File: src/rtl/boot_seq_pkg.sv
// Shared state encoding and default memory map for the boot sequencer.
package boot_seq_pkg;

  typedef enum logic [3:0] {
    IDLE,
    LOAD,
    REQ,
    RSP,
    CHK_REQ,
    CHK_RSP,
    EN_FETCH,
    EN_IFETCH,
    RUN,
    ERROR
  } boot_state_e;

  localparam logic [31:0] DefaultBaseAddr  = 32'h0000_0080;
  localparam int unsigned DefaultMaxWords  = 32;
  localparam logic [31:0] DefaultEndMarker = 32'h0000_0FFF;

  // Byte address of a word slot; wraps modulo 2^32.
  function automatic logic [31:0] word_addr(input logic [31:0] base, input logic [31:0] idx);
    return base + (idx << 2);
  endfunction

endpackage

File: src/rtl/prim_mubi_pkg.sv
// Multi-bit boolean encodings for security-relevant enables.
// Only the 4-bit flavour is needed by the boot path.
package prim_mubi_pkg;

  typedef enum logic [3:0] {
    MuBi4True  = 4'h6,
    MuBi4False = 4'h9
  } mubi4_t;

endpackage

File: src/rtl/tlul_pkg.sv
// TL-UL channel types used by the instruction-memory host port.
// The idle request keeps d_ready low; a host raises it only while a response is wanted.
package tlul_pkg;
  import prim_mubi_pkg::*;

  typedef enum logic [2:0] {
    PutFullData    = 3'h0,
    PutPartialData = 3'h1,
    Get            = 3'h4
  } tl_a_op_e;

  typedef enum logic [2:0] {
    AccessAck     = 3'h0,
    AccessAckData = 3'h1
  } tl_d_op_e;

  typedef struct packed {
    logic [4:0] rsvd;
    mubi4_t     instr_type;
    logic [6:0] cmd_intg;
    logic [6:0] data_intg;
  } tl_a_user_t;

  localparam tl_a_user_t TL_A_USER_DEFAULT = '{
    rsvd:       5'h0,
    instr_type: MuBi4False,
    cmd_intg:   7'h0,
    data_intg:  7'h0
  };

  typedef struct packed {
    logic [6:0] rsp_intg;
    logic [6:0] data_intg;
  } tl_d_user_t;

  typedef struct packed {
    logic        a_valid;
    tl_a_op_e    a_opcode;
    logic [2:0]  a_param;
    logic [1:0]  a_size;
    logic [7:0]  a_source;
    logic [31:0] a_address;
    logic [3:0]  a_mask;
    logic [31:0] a_data;
    tl_a_user_t  a_user;
    logic        d_ready;
  } tl_h2d_t;

  localparam tl_h2d_t TL_H2D_DEFAULT = '{
    a_valid:   1'b0,
    a_opcode:  PutFullData,
    a_param:   3'h0,
    a_size:    2'h0,
    a_source:  8'h0,
    a_address: 32'h0,
    a_mask:    4'h0,
    a_data:    32'h0,
    a_user:    TL_A_USER_DEFAULT,
    d_ready:   1'b0
  };

  typedef struct packed {
    logic        d_valid;
    tl_d_op_e    d_opcode;
    logic [2:0]  d_param;
    logic [1:0]  d_size;
    logic [7:0]  d_source;
    logic        d_sink;
    logic [31:0] d_data;
    tl_d_user_t  d_user;
    logic        d_error;
    logic        a_ready;
  } tl_d2h_t;

endpackage

File: src/rtl/boot_seq_tl_host.sv
// Single-outstanding TL-UL host: one full-word Put or Get per request.
// a_* fields depend only on req/we/addr/wdata and local state, never on tl_i.
module boot_seq_tl_host
  import tlul_pkg::*;
(
  input  logic        clk_i,
  input  logic        rst_ni,
  input  logic        req_i,
  input  logic        we_i,
  input  logic [31:0] addr_i,
  input  logic [31:0] wdata_i,
  output logic        gnt_o,
  output logic        rvalid_o,
  output logic [31:0] rdata_o,
  output logic        err_o,
  output tl_h2d_t     tl_o,
  input  tl_d2h_t     tl_i
);

  logic pending_q, pending_d;

  assign gnt_o    = req_i && !pending_q && tl_i.a_ready;
  // A response only counts once the request has been granted on an earlier edge.
  assign rvalid_o = pending_q && tl_i.d_valid;
  assign rdata_o  = tl_i.d_data;
  assign err_o    = tl_i.d_error;

  always_comb begin
    pending_d = pending_q;
    if (gnt_o) begin
      pending_d = 1'b1;
    end else if (rvalid_o) begin
      pending_d = 1'b0;
    end
  end

  always_ff @(posedge clk_i) begin
    if (!rst_ni) begin
      pending_q <= 1'b0;
    end else begin
      pending_q <= pending_d;
    end
  end

  always_comb begin
    tl_o = TL_H2D_DEFAULT;
    if (req_i && !pending_q) begin
      tl_o.a_valid   = 1'b1;
      tl_o.a_opcode  = we_i ? PutFullData : Get;
      tl_o.a_size    = 2'd2;
      tl_o.a_mask    = 4'hF;
      tl_o.a_address = addr_i;
      tl_o.a_data    = wdata_i;
    end
    tl_o.d_ready = req_i || pending_q;
  end

  logic unused_tl_i;
  assign unused_tl_i = ^{tl_i.d_opcode, tl_i.d_param, tl_i.d_size, tl_i.d_source,
                         tl_i.d_sink, tl_i.d_user};

endmodule

File: src/rtl/boot_sequencer.sv
// Loads a program into instruction memory over TL-UL, then releases the core
// (fetch_enable, then en_ifetch). Define BOOT_SEQ_READBACK_EN to verify each word by a Get.
module boot_sequencer
  import boot_seq_pkg::*;
  import tlul_pkg::*;
  import prim_mubi_pkg::*;
#(
  parameter logic [31:0] BaseAddr  = DefaultBaseAddr,
  parameter int unsigned MaxWords  = DefaultMaxWords,
  parameter logic [31:0] EndMarker = DefaultEndMarker
) (
  input  logic                               clk_i,
  input  logic                               rst_ni,
  input  logic                               boot_start_i,
  input  logic                               halt_i,
  input  logic                               word_valid_i,
  input  logic [31:0]                        word_data_i,
  output logic                               word_ready_o,
  output tl_h2d_t                            tl_o,
  input  tl_d2h_t                            tl_i,
  output logic                               fetch_enable_o,
  output mubi4_t                             en_ifetch_o,
  output logic                               boot_done_o,
  output logic                               boot_err_o,
  output logic [$clog2(MaxWords+1)-1:0]      words_o
);

  localparam int unsigned WordsW = $clog2(MaxWords + 1);

  boot_state_e       state_q, state_d;
  logic [WordsW-1:0] words_q, words_d;
  logic [31:0]       word_q, word_d;
  logic              word_ready_q, word_ready_d;
  logic              fetch_enable_q, fetch_enable_d;
  mubi4_t            en_ifetch_q, en_ifetch_d;
  logic              boot_done_q, boot_done_d;
  logic              boot_err_q, boot_err_d;

  logic              host_req, host_we, host_gnt, host_rvalid, host_err;
  logic [31:0]       host_rdata, cur_addr;
  logic              last_word;
  boot_state_e       after_word;
  logic [WordsW-1:0] words_inc;

  assign cur_addr   = word_addr(BaseAddr, 32'(words_q));
  assign words_inc  = words_q + WordsW'(1);
  assign last_word  = (word_q == EndMarker) || (32'(words_inc) == MaxWords);
  assign after_word = last_word ? EN_FETCH : LOAD;
  assign host_req   = state_q inside {REQ, CHK_REQ};
  assign host_we    = (state_q == REQ);

  boot_seq_tl_host u_tl_host (
    .clk_i    (clk_i),
    .rst_ni   (rst_ni),
    .req_i    (host_req),
    .we_i     (host_we),
    .addr_i   (cur_addr),
    .wdata_i  (word_q),
    .gnt_o    (host_gnt),
    .rvalid_o (host_rvalid),
    .rdata_o  (host_rdata),
    .err_o    (host_err),
    .tl_o     (tl_o),
    .tl_i     (tl_i)
  );

  always_comb begin
    state_d = state_q;
    words_d = words_q;
    word_d  = word_q;
    case (state_q)
      IDLE: begin
        if (boot_start_i) begin
          state_d = LOAD;
          words_d = '0;
        end
      end
      LOAD: begin
        if (word_valid_i && word_ready_q) begin
          word_d  = word_data_i;
          state_d = REQ;
        end
      end
      REQ: begin
        if (host_gnt) state_d = RSP;
      end
      RSP: begin
        if (host_rvalid) begin
          if (host_err) begin
            state_d = ERROR;
          end else begin
`ifdef BOOT_SEQ_READBACK_EN
            state_d = CHK_REQ;
`else
            words_d = words_inc;
            state_d = after_word;
`endif
          end
        end
      end
`ifdef BOOT_SEQ_READBACK_EN
      CHK_REQ: begin
        if (host_gnt) state_d = CHK_RSP;
      end
      CHK_RSP: begin
        if (host_rvalid) begin
          if (host_err || (host_rdata != word_q)) begin
            state_d = ERROR;
          end else begin
            words_d = words_inc;
            state_d = after_word;
          end
        end
      end
`endif
      EN_FETCH:  state_d = halt_i ? IDLE : EN_IFETCH;
      EN_IFETCH: state_d = halt_i ? IDLE : RUN;
      RUN: begin
        if (halt_i) state_d = IDLE;
      end
      ERROR: begin
        if (boot_start_i) begin
          state_d = LOAD;
          words_d = '0;
        end
      end
      default: state_d = IDLE;
    endcase
  end

  // Outputs are registered from the next state so they line up with state_q.
  always_comb begin
    word_ready_d   = (state_d == LOAD);
    fetch_enable_d = state_d inside {EN_FETCH, EN_IFETCH, RUN};
    en_ifetch_d    = (state_d inside {EN_IFETCH, RUN}) ? MuBi4True : MuBi4False;
    boot_done_d    = (state_d == RUN);
    boot_err_d     = (state_d == ERROR);
  end

  always_ff @(posedge clk_i) begin
    if (!rst_ni) begin
      state_q        <= IDLE;
      words_q        <= '0;
      word_q         <= '0;
      word_ready_q   <= 1'b0;
      fetch_enable_q <= 1'b0;
      en_ifetch_q    <= MuBi4False;
      boot_done_q    <= 1'b0;
      boot_err_q     <= 1'b0;
    end else begin
      state_q        <= state_d;
      words_q        <= words_d;
      word_q         <= word_d;
      word_ready_q   <= word_ready_d;
      fetch_enable_q <= fetch_enable_d;
      en_ifetch_q    <= en_ifetch_d;
      boot_done_q    <= boot_done_d;
      boot_err_q     <= boot_err_d;
    end
  end

`ifndef BOOT_SEQ_READBACK_EN
  logic unused_rdata;
  assign unused_rdata = ^host_rdata;
`endif

  assign word_ready_o   = word_ready_q;
  assign fetch_enable_o = fetch_enable_q;
  assign en_ifetch_o    = en_ifetch_q;
  assign boot_done_o    = boot_done_q;
  assign boot_err_o     = boot_err_q;
  assign words_o        = words_q;

endmodule
File: config.mk
export PLATFORM = sky130hd
export DESIGN_NAME = boot_sequencer
export DESIGN_NICKNAME = d
export VERILOG_FILES = /design/src/rtl/boot_seq_pkg.sv /design/src/rtl/prim_mubi_pkg.sv /design/src/rtl/tlul_pkg.sv /design/src/rtl/boot_seq_tl_host.sv /design/src/rtl/boot_sequencer.sv
export SDC_FILE = /design/constraint.sdc
export NUM_CORES = 1
export LEC_CHECK = 0
export BUFFER_PORTS_ARGS = -buffer_cell sky130_fd_sc_hd__buf_2
export CAP_MARGIN = 0
export CELL_PAD_IN_SITES_DETAIL_PLACEMENT = 1
export CELL_PAD_IN_SITES_GLOBAL_PLACEMENT = 2
export CORE_MARGIN = 8
export CORE_UTILIZATION = 21
export DETAILED_ROUTE_END_ITERATION = 10
export PLACE_DENSITY = 0.89
export SLEW_MARGIN = 5
export SYNTH_ARGS = -nofsm -noshare
export SYNTH_HDL_FRONTEND = slang
export SYNTH_SLANG_ARGS = --single-unit
File: constraint.sdc
create_clock -name clk_i -period 4 [get_ports clk_i]
set_input_delay 0.8 -clock clk_i [delete_from_list [all_inputs] [get_ports clk_i]]
set_output_delay 0.8 -clock clk_i [all_outputs]
set_load 0.02 [all_outputs]
==> out/summary.txt, run 1 <==
Post-synthesis simple-gate area fraction: 29.1%
Netlist area before placement: 2860 sq um
Via count of the first global-routing pass: 2810
Count of final max-slew check failures: 0
Top cells by area, synth: sky130_fd_sc_hd__dfxtp_1 34%, sky130_fd_sc_hd__buf_4 18%, sky130_fd_sc_hd__nand2_1 9.1%
Relative slew margins: 59.1%
Global-route usage over all layers: 9.89%
Number of synthesized flops with an enable pin: 0
Kind of capture point of the worst setup path: output port
Highest attainable clock frequency: 360 MHz
CP max-delay cell: sky130_fd_sc_hd__dfxtp_1
First-pass iteration count of the detailed router: 4
Critical-path cell list: xnor2_1, nor4_2, buf_4, and2_1, buf_2
Setup repair after global routing missed its margin: no
Worst-Margin Slew: 0.611 ns
TritonCTS clock tree: done
Status: complete, no violations
Largest net degree at the start of global routing: 47
Req. time, crit path: 3.20 ns
Residual DRC: 0
Site row count: 42
Post-CTS Repair Setup Buffers: 0
Min cycle time layout: 2.78 ns
Fraction of registers with async set or reset after synthesis: 0%
Portion of the post-synthesis area used by sequential elements: 34.4%
Main combinational cell family by area after synthesis: simple AND/OR/NAND/NOR gates
Seq cells post-synth: 49
Remaining number of nets flagged by the antenna check after routing: 0
Hold Violations, Final: 0
Aggregate global routing overflow: 0
Post-synthesis share of cell area spent on xor and xnor gates: 0.613%
Most frequently used flop master after synthesis: sky130_fd_sc_hd__dfxtp_1
Final Power: 1.06 mW
Setup TNS after final layout: 0 ns
Number of unique standard cell types used by synthesis: 45
PD cells: 313 nW/um^2
Chip width: 133 um
Total vias in the final route: 2569
Post-Syn Area per Cell: 7.72 sq um
Most frequent cells after synthesis: 69 x sky130_fd_sc_hd__buf_4, 69 x sky130_fd_sc_hd__nand2_1, 49 x sky130_fd_sc_hd__dfxtp_1, 40 x sky130_fd_sc_hd__and2_1, 38 x sky130_fd_sc_hd__a21oi_1
Number of buffers between clock root and the deepest sink: 2
Share of cell area taken by muxes after synthesis: 0.701%
Total Nets Final: 556
Final estimated routing congestion in global placement: 0.752
Buffers added on ports: 100
GR Util met3: 3.22%
Antenna violations before repair: 0
Startpoint class of the critical path: register
Clk pin slew, worst setup/hold paths: 0.07 ns
Leakage power total: 1.57 nW
Share of layout cells above drive strength 1: 25.4%
Largest stage delay, worst path: 0.54 ns
Post-CTS Resized: 0
Wire length reported by the detailed router: 9040 um
Yosys synthesis warning count: 0
Wirelength per Cell: 14.4 um
Violation count after the first detailed-routing iteration: 61
Critical path buffers and inverters: 2
CTS buffer count: 5
Mapped Cells: 370
Kind of path behind the tightest hold check: reg -> reg
Clock Root Buffer: sky130_fd_sc_hd__clkbuf_16
Initial standard-cell utilization of the core: 21.6%
Gr busiest metal: met2
Crit path DAT: 1.98 ns
Hold-fix buffers, CTS: 0
H-tree depth: 2
Routing usage on met2: 17.5%
Number of violations of the max-capacitance limit: 0
Critical path's top delay family: buffers and inverters
Classification of the worst setup path: reg -> out
Clock latency reported for the late side of the worst-skew pair: 0.29 ns
Compound-cell area share of the yosys netlist: 12.9%
Die Y: 133 um
Area of the die: 17600 sq um
Adder-Cell Fraction of Synth Area: 0.438%
Largest area contributor in the netlist: sky130_fd_sc_hd__dfxtp_1
Maximum ir drop on the vdd rail: 0.119 mV
Clock sinks: 49
Post-synth top area share: 34.4%
Num ports: 226
Max Fanout on Critical Path: 46
GR met1 Demand/Resource: 11.3%
Global-route wire length before repair: 14300 um
Final period utilization: 69.5%
Count of final setup violators: 0
Antenna cells: 0
Max Clock Skew: 0.00405 ns
Via-to-Cell Ratio: 4.08
Placed wire-length estimate after detailed placement: 7150 um
Post-synthesis to final-layout area growth: 18.4%
Core footprint: 13200 sq um
==> logic make-up after synthesis <==
family,Yosys count
xor gates and xnor gates,2
buffers and inverters,95
muxes,2
DFF,49
and+or+nand+nor,158
other,2
AOI/OAI and AO/OA,61
adders and majority gates,1
==> final cells by class <==
cell class                      instances  area, sq um
Clock inverter                          2         10.0
Multi-Input combinational cell        286         1490
Tap cell                              176          220
Fill cell                            1683         9860
Clock buffer                            6          129
Sequential cell                        49          981
Timing Repair Buffer                  104          531
Inverter                                6         22.5
==> through the flow <==
stage	util [%]	cells	hold slack (ns)	cell area (sq um)	worst slack (ns)
floorplan	-	430	0.440	3080	1.37
CTS	25.5	629	0.469	3380	1.20
detailed placement	24.5	621	0.459	3240	1.54
global route	25.5	629	0.499	3380	1.05
finish	25.5	629	0.465	3380	1.22
global placement	24.5	621	0.451	3240	1.59
==> path summary, 6_finish.rpt <==
path | start | endpoint | slack, ns | depth (start not counted)
hold reg to reg | word_q[10] | word_q[10] | 0.47 | 2
setup / recovery | state_q[2] | tl_o[62] | 1.22 | 5
setup reg to reg | word_q[31] | en_ifetch_o[0] | 1.85 | 5
hold / removal | word_q[10] | word_q[10] | 0.47 | 2
==> state kept, by name (all words and copies together), names as in the netlist <==
signal               count
boot_done_o              1
word_ready_o             1
en_ifetch_o              2
words_o                  6
boot_err_o               1
state_q                  4
word_q                  32
fetch_enable_o           1
u_tl_host.pending_q      1
==> cell usage in the layout (no fill, tap or decap), drive strengths merged, types with 6 or more instances in the layout <==
| cell type | instances |
|---|---|
| buf | 104 |
| nand2 | 69 |
| conb | 62 |
| dfxtp | 49 |
| and2 | 41 |
| a21oi | 38 |
| nor2 | 8 |
| inv | 6 |
| nand3 | 6 |
| nand4 | 6 |
| clkbuf | 6 |
==> worst min-delay path, cell delays in order (launching register included) <==
cell,delay [ns]
sky130_fd_sc_hd__dfxtp_1,0.32
sky130_fd_sc_hd__nand2_1,0.05
sky130_fd_sc_hd__a21oi_1,0.05
==> power breakdown <==
| group | internal, mW | switching, mW |
|---|---|---|
| clock network | 0.230 | 0.182 |
| registers | 0.497 | 0.0103 |
| logic | 0.0335 | 0.104 |
| total | 0.761 | 0.296 |
==> per-layer routing <==
metal,part of all wire (%),vias to the layer above
li1,-,1262
met1,45,1207
met4,0.89,0
met3,5.7,7
met5,0,-
met2,49,93
Power figures use the tool's default switching activity.
==> inputs of run 2 (changes only) <==
--- a/config.mk
+++ b/config.mk
@@ -5,14 +5,15 @@
 export SDC_FILE = /design/constraint.sdc
 export NUM_CORES = 1
 export LEC_CHECK = 0
+export ABC_AREA = 1
 export BUFFER_PORTS_ARGS = -buffer_cell sky130_fd_sc_hd__buf_2
 export CAP_MARGIN = 0
 export CELL_PAD_IN_SITES_DETAIL_PLACEMENT = 1
 export CELL_PAD_IN_SITES_GLOBAL_PLACEMENT = 2
 export CORE_MARGIN = 8
-export CORE_UTILIZATION = 21
+export CORE_UTILIZATION = 18
 export DETAILED_ROUTE_END_ITERATION = 10
-export PLACE_DENSITY = 0.89
+export PLACE_DENSITY = 0.8
 export SLEW_MARGIN = 5
 export SYNTH_ARGS = -nofsm -noshare
 export SYNTH_HDL_FRONTEND = slang
==> constraint.sdc (replaced) <==
create_clock -name clk_i -period 2.7 [get_ports clk_i]
set_input_delay 0.54 -clock clk_i [delete_from_list [all_inputs] [get_ports clk_i]]
set_output_delay 0.54 -clock clk_i [all_outputs]
set_load 0.02 [all_outputs]
==> out/summary.txt, run 2 <==
Maximum ir drop on the vdd rail: 0.191 mV
Most frequently used flop master after synthesis: sky130_fd_sc_hd__dfxtp_1
Req. time, crit path: 2.16 ns
Number of violations of the max-capacitance limit: 0
CP max-delay cell: sky130_fd_sc_hd__dfxtp_2
Kind of path behind the tightest hold check: reg -> reg
Post-synthesis to final-layout area growth: 21.8%
Post-CTS Repair Setup Buffers: 0
Commonest non-fill, non-tap cell in the layout: sky130_fd_sc_hd__buf_2
Clock sinks: 49
Netlist area before placement: 2860 sq um
Remaining number of nets flagged by the antenna check after routing: 0
Critical path buffers and inverters: 3
Final Power: 1.82 mW
Yosys synthesis warning count: 0
Register with the most flip-flops: word_q
Largest net degree at the start of global routing: 48
Status: complete, no violations
Top cells by area, synth: sky130_fd_sc_hd__dfxtp_1 34%, sky130_fd_sc_hd__buf_4 18%, sky130_fd_sc_hd__nor2_1 8.4%
Antenna cells: 0
Num ports: 226
Startpoint class of the critical path: register
Number of synthesized flops with an enable pin: 0
Kind of capture point of the worst setup path: output port
Initial standard-cell utilization of the core: 18.2%
Wirelength per Cell: 13.2 um
Chip width: 142 um
Min cycle time layout: 2.48 ns
Aggregate global routing overflow: 0
Most frequent cells after synthesis: 69 x sky130_fd_sc_hd__buf_4, 64 x sky130_fd_sc_hd__nor2_1, 56 x sky130_fd_sc_hd__inv_1, 49 x sky130_fd_sc_hd__dfxtp_1, 45 x sky130_fd_sc_hd__nand2_1
Library cell with the highest instance count after synthesis: sky130_fd_sc_hd__buf_4
Portion of the post-synthesis area used by sequential elements: 34.3%
Classification of the worst setup path: reg -> out
Global-route wire length before repair: 15200 um
Violation count after the first detailed-routing iteration: 65
Hold Violations, Final: 0
Die Y: 142 um
Max Clock Skew: 0.00509 ns
Clock latency reported for the late side of the worst-skew pair: 0.30 ns
Largest area contributor in the netlist: sky130_fd_sc_hd__dfxtp_1
Number of flip-flops under the largest register name: 32
Via-to-Cell Ratio: 3.73
PD cells: 523 nW/um^2
Share of layout cells above drive strength 1: 24.5%
Via count of the first global-routing pass: 2983
Clk pin slew, worst setup/hold paths: 0.07 ns
Area of the die: 20200 sq um
Wire length reported by the detailed router: 9570 um
Final period utilization: 92.0%
Core footprint: 15700 sq um
Count of final max-slew check failures: 0
Setup TNS after final layout: 0 ns
First-pass iteration count of the detailed router: 4
Count of final setup violators: 0
Commonest cells after routing, fill and taps aside: 100 x sky130_fd_sc_hd__buf_2, 64 x sky130_fd_sc_hd__nor2_1, 62 x sky130_fd_sc_hd__conb_1
Site row count: 46
Placed cell area: 3310 sq um
Critical-path cell list: inv_1, nor2_1, nand2_1, nand2_1, nand2_4, buf_12, nor2_1, buf_2
Post-synth top area share: 34.3%
Mapped Cells: 420
Clock Root Buffer: sky130_fd_sc_hd__clkbuf_16
Number of unique standard cell types used by synthesis: 28
Post-Syn Area per Cell: 6.82 sq um
Fraction of registers with async set or reset after synthesis: 0%
Buffers added on ports: 100
Antenna violations before repair: 0
Crit path DAT: 1.94 ns
Largest stage delay, worst path: 0.39 ns
Global-route usage over all layers: 9.42%
Max Fanout on Critical Path: 28
Number of buffers between clock root and the deepest sink: 2
Leakage power total: 1.67 nW
Total Nets Final: 610
Total vias in the final route: 2695
Highest attainable clock frequency: 403 MHz
Placed wire-length estimate after detailed placement: 7720 um
H-tree depth: 2
TritonCTS clock tree: done
Critical path's top delay family: simple AND/OR/NAND/NOR gates
Final estimated routing congestion in global placement: 0.776
Seq cells post-synth: 49
Setup repair after global routing missed its margin: no
Post-route standard cell area excluding fillers: 3490 sq um
Residual DRC: 0
CTS buffer count: 5
[run 2: cell types whose count changed after synthesis, sizes merged, moves of 10 or more]
cell / delta
and2: -41
clkbuf: -10
inv: +51
nand2: -20
nor2: +59
o21ai: +35
[run 2: worst paths after layout]
kind | startpoint | endpoint | slack [ns] | cells past startpoint
worst min-delay path | word_q[12] | word_q[12] | 0.48 | 2
worst min register to register | word_q[12] | word_q[12] | 0.48 | 2
worst max register to register | words_o[1] | fetch_enable_o | 1.03 | 11
worst max-delay path | state_q[1] | tl_o[68] | 0.22 | 8
[run 2: kinds of logic after synthesis]
logic type / share of synthesized area (%)
buffers and inverters: 28.4
adders and majority gates: 0.437
and+or+nand+nor: 20.1
DFF: 34.3
other: 0.262
AOI/OAI and AO/OA: 16.5
[run 2: per-stage QoR]
step                worst slack [ns]  std cells  util, %  hold slack [ns]
finish                         0.216        723     22.2            0.476
global route                  0.0364        723     22.2            0.500
CTS                            0.102        723     22.2            0.482
detailed placement             0.340        715     21.1            0.471
global placement               0.395        715     21.1            0.458
floorplan                      0.676        480        -            0.444
[run 2: layout make-up]
class	instances	area [sq um]
fill	2034	12200
tap	216	270
timing repair buffer	104	543
sequential	49	982
multi-input combinational	287	1300
inverter	59	221
clock inverter	1	30.0
clock buffer	7	143
[run 2: worst min-delay path, cell delays in order, from the launching register on]
cell                      delay [ns]
sky130_fd_sc_hd__dfxtp_1        0.31
sky130_fd_sc_hd__inv_1          0.07
sky130_fd_sc_hd__a21oi_1        0.06
[run 2: metal layers]
metal	vias up	GRT usage, %	part of all wire, %
li1	1352	-	-
met1	1239	10.7	44
met2	99	16.6	48
met3	5	3.39	7.3
met4	0	1.87	0.75
met5	-	0	0
[run 2: what timing repair did]
item                                    4_1_cts  5_1_grt
endpoints found under the setup margin        1        5
hold buffers                                  0        0
pin swaps                                     0        0
resized for setup                             1        1
[run 2: power by group]
group          switching [mW]  internal, mW
clock                   0.286         0.464
combinational           0.222        0.0770
sequential             0.0231         0.752
total                   0.530          1.29
